[src/rtl/mux_pkg.sv]
// Shared constants for the N-to-1 selector.
//   MODE_FIXED / MODE_RR : encodings of the mode input
//   clog2                : ceiling log2 for tools without $clog2
package mux_pkg;
  localparam logic MODE_FIXED = 1'b0;
  localparam logic MODE_RR    = 1'b1;

  function automatic int clog2(input int v);
    int r;
    r = 0;
    while ((1 << r) < v) r++;
    return r;
  endfunction
endpackage

[src/rtl/rr_arbiter.sv]
// Rotate-priority request search, purely combinational.
//   req          : per-channel requests
//   ptr          : last granted channel; search starts at ptr+1 and wraps
//   grant_onehot : one-hot grant (zero when nothing requests)
//   grant_idx    : index of the granted channel
//   any          : at least one request present
module rr_arbiter
  import mux_pkg::*;
#(
  parameter int N = 16,
  parameter int W = clog2(N)
) (
  input  logic [N-1:0] req,
  input  logic [W-1:0] ptr,
  output logic [N-1:0] grant_onehot,
  output logic [W-1:0] grant_idx,
  output logic         any
);

  logic [W-1:0] idx;

  always_comb begin
    grant_onehot = '0;
    grant_idx    = '0;
    any          = 1'b0;
    idx          = '0;
    // Offset 1..N from ptr; offset N lands on ptr itself, so the last
    // granted channel gets lowest priority but is still reachable.
    for (int k = 1; k <= N; k++) begin
      int i;
      i = int'(ptr) + k;
      if (i >= N) i -= N;
      idx = W'(i);
      if (!any && req[idx]) begin
        any               = 1'b1;
        grant_idx         = idx;
        grant_onehot[idx] = 1'b1;
      end
    end
  end

endmodule

[src/rtl/mux_arbiter_n_to_1.sv]
// N-to-1 datapath selector with registered output and valid/ready handshake.
//   clk, rst_n            : clock, async active-low reset
//   in_data / in_valid    : NUM_INPUTS channels, channel i at [i*DATA_WIDTH +: DATA_WIDTH]
//   in_ready              : per-channel accept, one-hot or zero
//   mode                  : 0 fixed select via mult_select, 1 round-robin
//   out_data / out_valid  : held output word
//   out_ready             : downstream accept
//   out_source            : channel that supplied out_data
module mux_arbiter_n_to_1
  import mux_pkg::*;
#(
  parameter int DATA_WIDTH = 32,
  parameter int NUM_INPUTS = 16,
  parameter int SEL_WIDTH  = $clog2(NUM_INPUTS)
) (
  input  logic                             clk,
  input  logic                             rst_n,
  input  logic [NUM_INPUTS*DATA_WIDTH-1:0] in_data,
  input  logic [NUM_INPUTS-1:0]            in_valid,
  output logic [NUM_INPUTS-1:0]            in_ready,
  input  logic                             mode,
  input  logic [SEL_WIDTH-1:0]             mult_select,
  output logic [DATA_WIDTH-1:0]            out_data,
  output logic                             out_valid,
  input  logic                             out_ready,
  output logic [SEL_WIDTH-1:0]             out_source
);

  logic [NUM_INPUTS-1:0][DATA_WIDTH-1:0] words;
  logic [SEL_WIDTH-1:0]  rr_ptr, rr_idx, g;
  logic [NUM_INPUTS-1:0] rr_oh;
  logic                  rr_any, g_ok, can_load, xfer;

  assign words = in_data;

  rr_arbiter #(.N(NUM_INPUTS), .W(SEL_WIDTH)) u_rr (
    .req          (in_valid),
    .ptr          (rr_ptr),
    .grant_onehot (rr_oh),
    .grant_idx    (rr_idx),
    .any          (rr_any)
  );

  // can_load uses only the registered out_valid, so out_ready reaches
  // in_ready without any path back from in_valid.
  always_comb begin
    can_load = !out_valid | out_ready;
    if (mode == MODE_RR) begin
      g    = rr_idx;
      g_ok = rr_any;
    end else begin
      g    = mult_select;
      g_ok = (int'(mult_select) < NUM_INPUTS);
    end
    in_ready = '0;
    if (rst_n && g_ok && can_load) begin
      if (mode == MODE_RR) in_ready = rr_oh;
      else                 in_ready[g] = 1'b1;
    end
    xfer = g_ok && in_ready[g] && in_valid[g];
  end

  always_ff @(posedge clk or negedge rst_n) begin
    if (!rst_n) begin
      out_valid  <= 1'b0;
      out_data   <= '0;
      out_source <= '0;
      // Pointer at the top channel makes channel 0 first in line.
      rr_ptr     <= SEL_WIDTH'(NUM_INPUTS - 1);
    end else if (xfer) begin
      out_valid  <= 1'b1;
      out_data   <= words[g];
      out_source <= g;
      if (mode == MODE_RR) rr_ptr <= g;
    end else if (out_ready) begin
      out_valid  <= 1'b0;
    end
  end

endmodule

[config.mk]
export PLATFORM = sky130hd
export DESIGN_NAME = mux_arbiter_n_to_1
export DESIGN_NICKNAME = d
export VERILOG_FILES = /design/src/rtl/mux_pkg.sv /design/src/rtl/rr_arbiter.sv /design/src/rtl/mux_arbiter_n_to_1.sv
export SDC_FILE = /design/constraint.sdc
export NUM_CORES = 1
export LEC_CHECK = 0
export ABC_CLOCK_PERIOD_IN_PS = 8900
export CORE_AREA = 2 2 231 233
export CTS_BUF_LIST = sky130_fd_sc_hd__clkbuf_4 sky130_fd_sc_hd__clkbuf_8
export CTS_CLUSTER_SIZE = 40
export DETAILED_ROUTE_END_ITERATION = 12
export DIE_AREA = 0 0 233 235
export PLACE_DENSITY = 0.58
export SLEW_MARGIN = 30
export SYNTH_ARGS = -nofsm -noshare
export SYNTH_HDL_FRONTEND = slang
export SYNTH_HIERARCHICAL = 1
export SYNTH_SLANG_ARGS = --single-unit
[constraint.sdc]
create_clock -name clk -period 8.9 [get_ports clk]
set_input_delay 1.78 -clock clk [delete_from_list [all_inputs] [get_ports clk]]
set_output_delay 1.78 -clock clk [all_outputs]
set_load 0.1 [all_outputs]
==> summary.log <==
[critical_path] launch point of the worst path in_valid[5]
[synthesis] share of the synthesized area in the top cell type 32.0%
[routing] Via-to-Cell Ratio 5.84
[routing] drt drc 0
[global_routing] M1 GR Usage 38.3%
[floorplanning] Die ar. 54800 um^2
[synthesis] fraction of the yosys area taken by sequential cells 9.57%
[outcome] status finished, final reports clean
[global_routing] most congested layer reported by global routing met2
[global_routing] met2 usage in global routing 50.3%
[synthesis] net count after synthesis 1699
[cts] sink count of the clock tree 41
[cts] clock transition at the registers of the reported paths 80 ps
[routing] drt wl/cell 34.5 um
[synthesis] average footprint of a synthesized cell 9.39 um^2
[place] input/output buffers 588
[routing] vias post-DR 14398
[finish] share of post-route cells with drive strength above 1 23.9%
[floorplanning] top-level port count 589
[critical_path] class of the most critical setup path in2out
[floorplanning] overall die width 233 um
[critical_path] crit end category output pin
[synthesis] number of cells produced by synthesis 1147
[sta] maximum clock rate 0.117 GHz
[cts] TritonCTS clock tree done
[synthesis] number of different library cells in the post-synthesis netlist 96
[floorplanning] placeable core region 52200 um^2
[cts] # Post-CTS Setup Buffers 0
[sta] Worst Clk Skew 14.6 ps
[place] placer congestion estimate 1.11
[sta] total count of max-transition violations in the final report 0
[global_routing] number of global-route vias before repair 14264
[sta] Final period util 95.7%
[global_routing] first-pass GRT wire length 116 mm
[sta] measured slew at the worst slew-check pin 1040 ps
[cts] root buffer cell sky130_fd_sc_hd__clkbuf_8
[synthesis] Area contributors post-synth sky130_fd_sc_hd__mux4_2 (32%), sky130_fd_sc_hd__dfrtp_1 (8.6%), sky130_fd_sc_hd__a22oi_1 (5.8%)
[cts] post_cts resized 0
[cts] clock network latency to the later pin of the worst-skew pair 370 ps
[sta] RSZ-0062 raised after global routing false
[global_routing] met3 demand-to-capacity share in global routing 7.48%
[global_routing] number of antenna violations at the first check in global routing 33
[cts] htree depth 2
[routing] first drt pass iteration count 6
[floorplanning] floorplan row count 84
[hold_path] Worst Min Path Start out_data[6]
[cts] post-cts hold buffer count 0
[hold_path] worst hold-check path type reg2reg
[routing] final antenna-violating net count 0
[critical_path] worst flop-to-flop path startpoint rr_ptr[1]
[finish] Syn-to-layout area delta 70.6%
[sta] Final setup viols 0
[sta] Final Hold Violating Endpoints 0
[cts] number of buffers inserted during clock tree synthesis 5
[finish] # nets final 2314
[synthesis] flip-flop cell with the highest count after synthesis sky130_fd_sc_hd__dfrtp_1
[global_routing] total overflow reported by the global router 0
[critical_path] maximum fanout encountered on the critical timing path 12
[critical_path] Worst setup SP type input pin
[job] count of maximum capacitance violations 0
[place] detailed placement HPWL 72.4 mm
[critical_path] arrival time worst endpoint 6740 ps
[floorplanning] vertical extent of the die 235 um
[cts] number of buffers between clock root and the deepest sink 2
[routing] Total Routed Length 85.0 mm
[synthesis] proportion of synthesized flip-flops having asynchronous set or reset 100%
[critical_path] Req. time, crit path 7120 ps
[sta] Total Neg Setup Slack 0 ps
[synthesis] mapped cell area 10800 um^2
[floorplanning] Starting Density 20.6%
[sta] time the final worst path needs with I/O delays and setup 8520 ps
[global_routing] largest net degree at the start of global routing 68
[synthesis] number of synthesized register bits 41
[synthesis] number of synthesized flops with an enable pin 0
[synthesis] Warnings, synthesis 6
[synthesis] library cell with the largest summed area after synthesis sky130_fd_sc_hd__mux4_2
[sta] Slew Limit Headroom 30.2%
[routing] Starting DRT DRC Count 2142
[global_routing] overall routing resource usage 30.5%
routing by layer:
layer  part of all wire (%)  up-vias
li1                       -     5918
met1                     38     7249
met2                     48     1059
met3                    9.7      162
met4                    4.1       10
met5                  0.078        -
cells by family after synthesis:
family | count (synthesis) | share of synthesized area [%]
AOI/OAI and AO/OA | 300 | 20.0
and+or+nand+nor | 398 | 18.7
DFF | 41 | 9.57
xor gates and xnor gates | 17 | 1.63
adders and majority gates | 16 | 1.86
muxes | 245 | 42.5
buffers and inverters | 130 | 5.68
placed cells by master (no fill, tap or decap), drive strengths merged, types with 8 or more instances in the layout:
master	synthesis	layout
nand4	17	17
o22ai	18	18
ha	16	16
a22oi	83	83
a21oi	32	32
mux2i	25	25
mux4	153	153
o21ai	42	42
inv	14	15
diode	0	13
o211ai	9	9
nand2b	11	11
clkdlybuf4s50	0	564
dfrtp	37	37
nor3	42	42
or3	9	9
nor4	16	16
a31oi	21	21
nand2	136	136
xnor2	13	13
mux2	67	67
buf	56	158
o221ai	8	8
nand3	53	53
nor2	80	80
path summary, 6_finish.rpt:
check	slack [ps]	cells past startpoint	to
min in group asynchronous	1430	1	out_source[2]
min	510	1	out_data[6]
max in group asynchronous	6660	2	rr_ptr[3]
min reg2reg	510	1	out_data[6]
max	380	16	in_ready[2]
max reg2reg	1070	24	out_data[13]
final cells by class:
cell class	instances	area, um^2
antenna	13	32.5
clock buffer	5	68.8
clock inverter	3	25.0
fill	5304	33900
inverter	16	60.1
multi-input combinational	976	9220
sequential	41	1030
tap	688	861
timing repair buffer	722	7070
critical path, stage by stage:
cell and delay (ps):
sky130_fd_sc_hd__clkdlybuf4s50_1 630, sky130_fd_sc_hd__mux2_2 250, sky130_fd_sc_hd__nor3_1 60, sky130_fd_sc_hd__or4_1 680, sky130_fd_sc_hd__mux2i_1 460, sky130_fd_sc_hd__buf_4 310, sky130_fd_sc_hd__or3_1 190, sky130_fd_sc_hd__buf_4 150
sky130_fd_sc_hd__a21oi_1 50, sky130_fd_sc_hd__o32a_1 380, sky130_fd_sc_hd__nor4_1 380, sky130_fd_sc_hd__nor2_1 240, sky130_fd_sc_hd__o32ai_4 160, sky130_fd_sc_hd__or3b_2 490, sky130_fd_sc_hd__a21oi_1 310, sky130_fd_sc_hd__buf_12 220
cell usage after synthesis, types with 6 or more instances:
master                       n
sky130_fd_sc_hd__a311o_1     6
sky130_fd_sc_hd__xnor2_1    12
sky130_fd_sc_hd__mux4_2    153
sky130_fd_sc_hd__nand4_1    15
sky130_fd_sc_hd__dfrtp_1    37
sky130_fd_sc_hd__mux2i_1    24
sky130_fd_sc_hd__buf_1       9
sky130_fd_sc_hd__ha_1       16
sky130_fd_sc_hd__or3_1       9
sky130_fd_sc_hd__and2_1      6
sky130_fd_sc_hd__mux2_2     33
sky130_fd_sc_hd__nand2_1   133
sky130_fd_sc_hd__o21ai_0    37
sky130_fd_sc_hd__a31oi_1    21
sky130_fd_sc_hd__nor3_1     40
sky130_fd_sc_hd__a22oi_1    83
sky130_fd_sc_hd__a211oi_1    6
sky130_fd_sc_hd__nand3_1    52
sky130_fd_sc_hd__nor4_1      9
sky130_fd_sc_hd__o22ai_1    18
sky130_fd_sc_hd__buf_4       6
sky130_fd_sc_hd__buf_2      33
sky130_fd_sc_hd__inv_1      14
sky130_fd_sc_hd__clkbuf_1   58
sky130_fd_sc_hd__mux2_4     31
sky130_fd_sc_hd__buf_6       8
sky130_fd_sc_hd__or4_1       6
sky130_fd_sc_hd__o221ai_1    8
sky130_fd_sc_hd__nand2b_1   11
sky130_fd_sc_hd__o211ai_1    9
sky130_fd_sc_hd__a21oi_1    32
sky130_fd_sc_hd__nor2_1     80
state kept, by name (all words and copies together) (netlist names):
register and count:
out_valid 1, out_data 32, rr_ptr 4, out_source 4
stage by stage:
step                      util, %  instance area, um^2  hold slack (ps)  setup WS, ps  std cells
after floorplan                 -                10800              620          5.77       1147
after global placement       34.9                18300              490           465       2443
after detailed placement     34.9                18300              493           483       2443
after CTS                    35.1                18300              517           488       2451
after global routing         35.1                18400              532           229       2457
final                        35.2                18400              515           384       2464
Power is left out: the tool's default activity adds up to more than one toggle a clock period on the data nets, which glitch-free logic cannot reach.
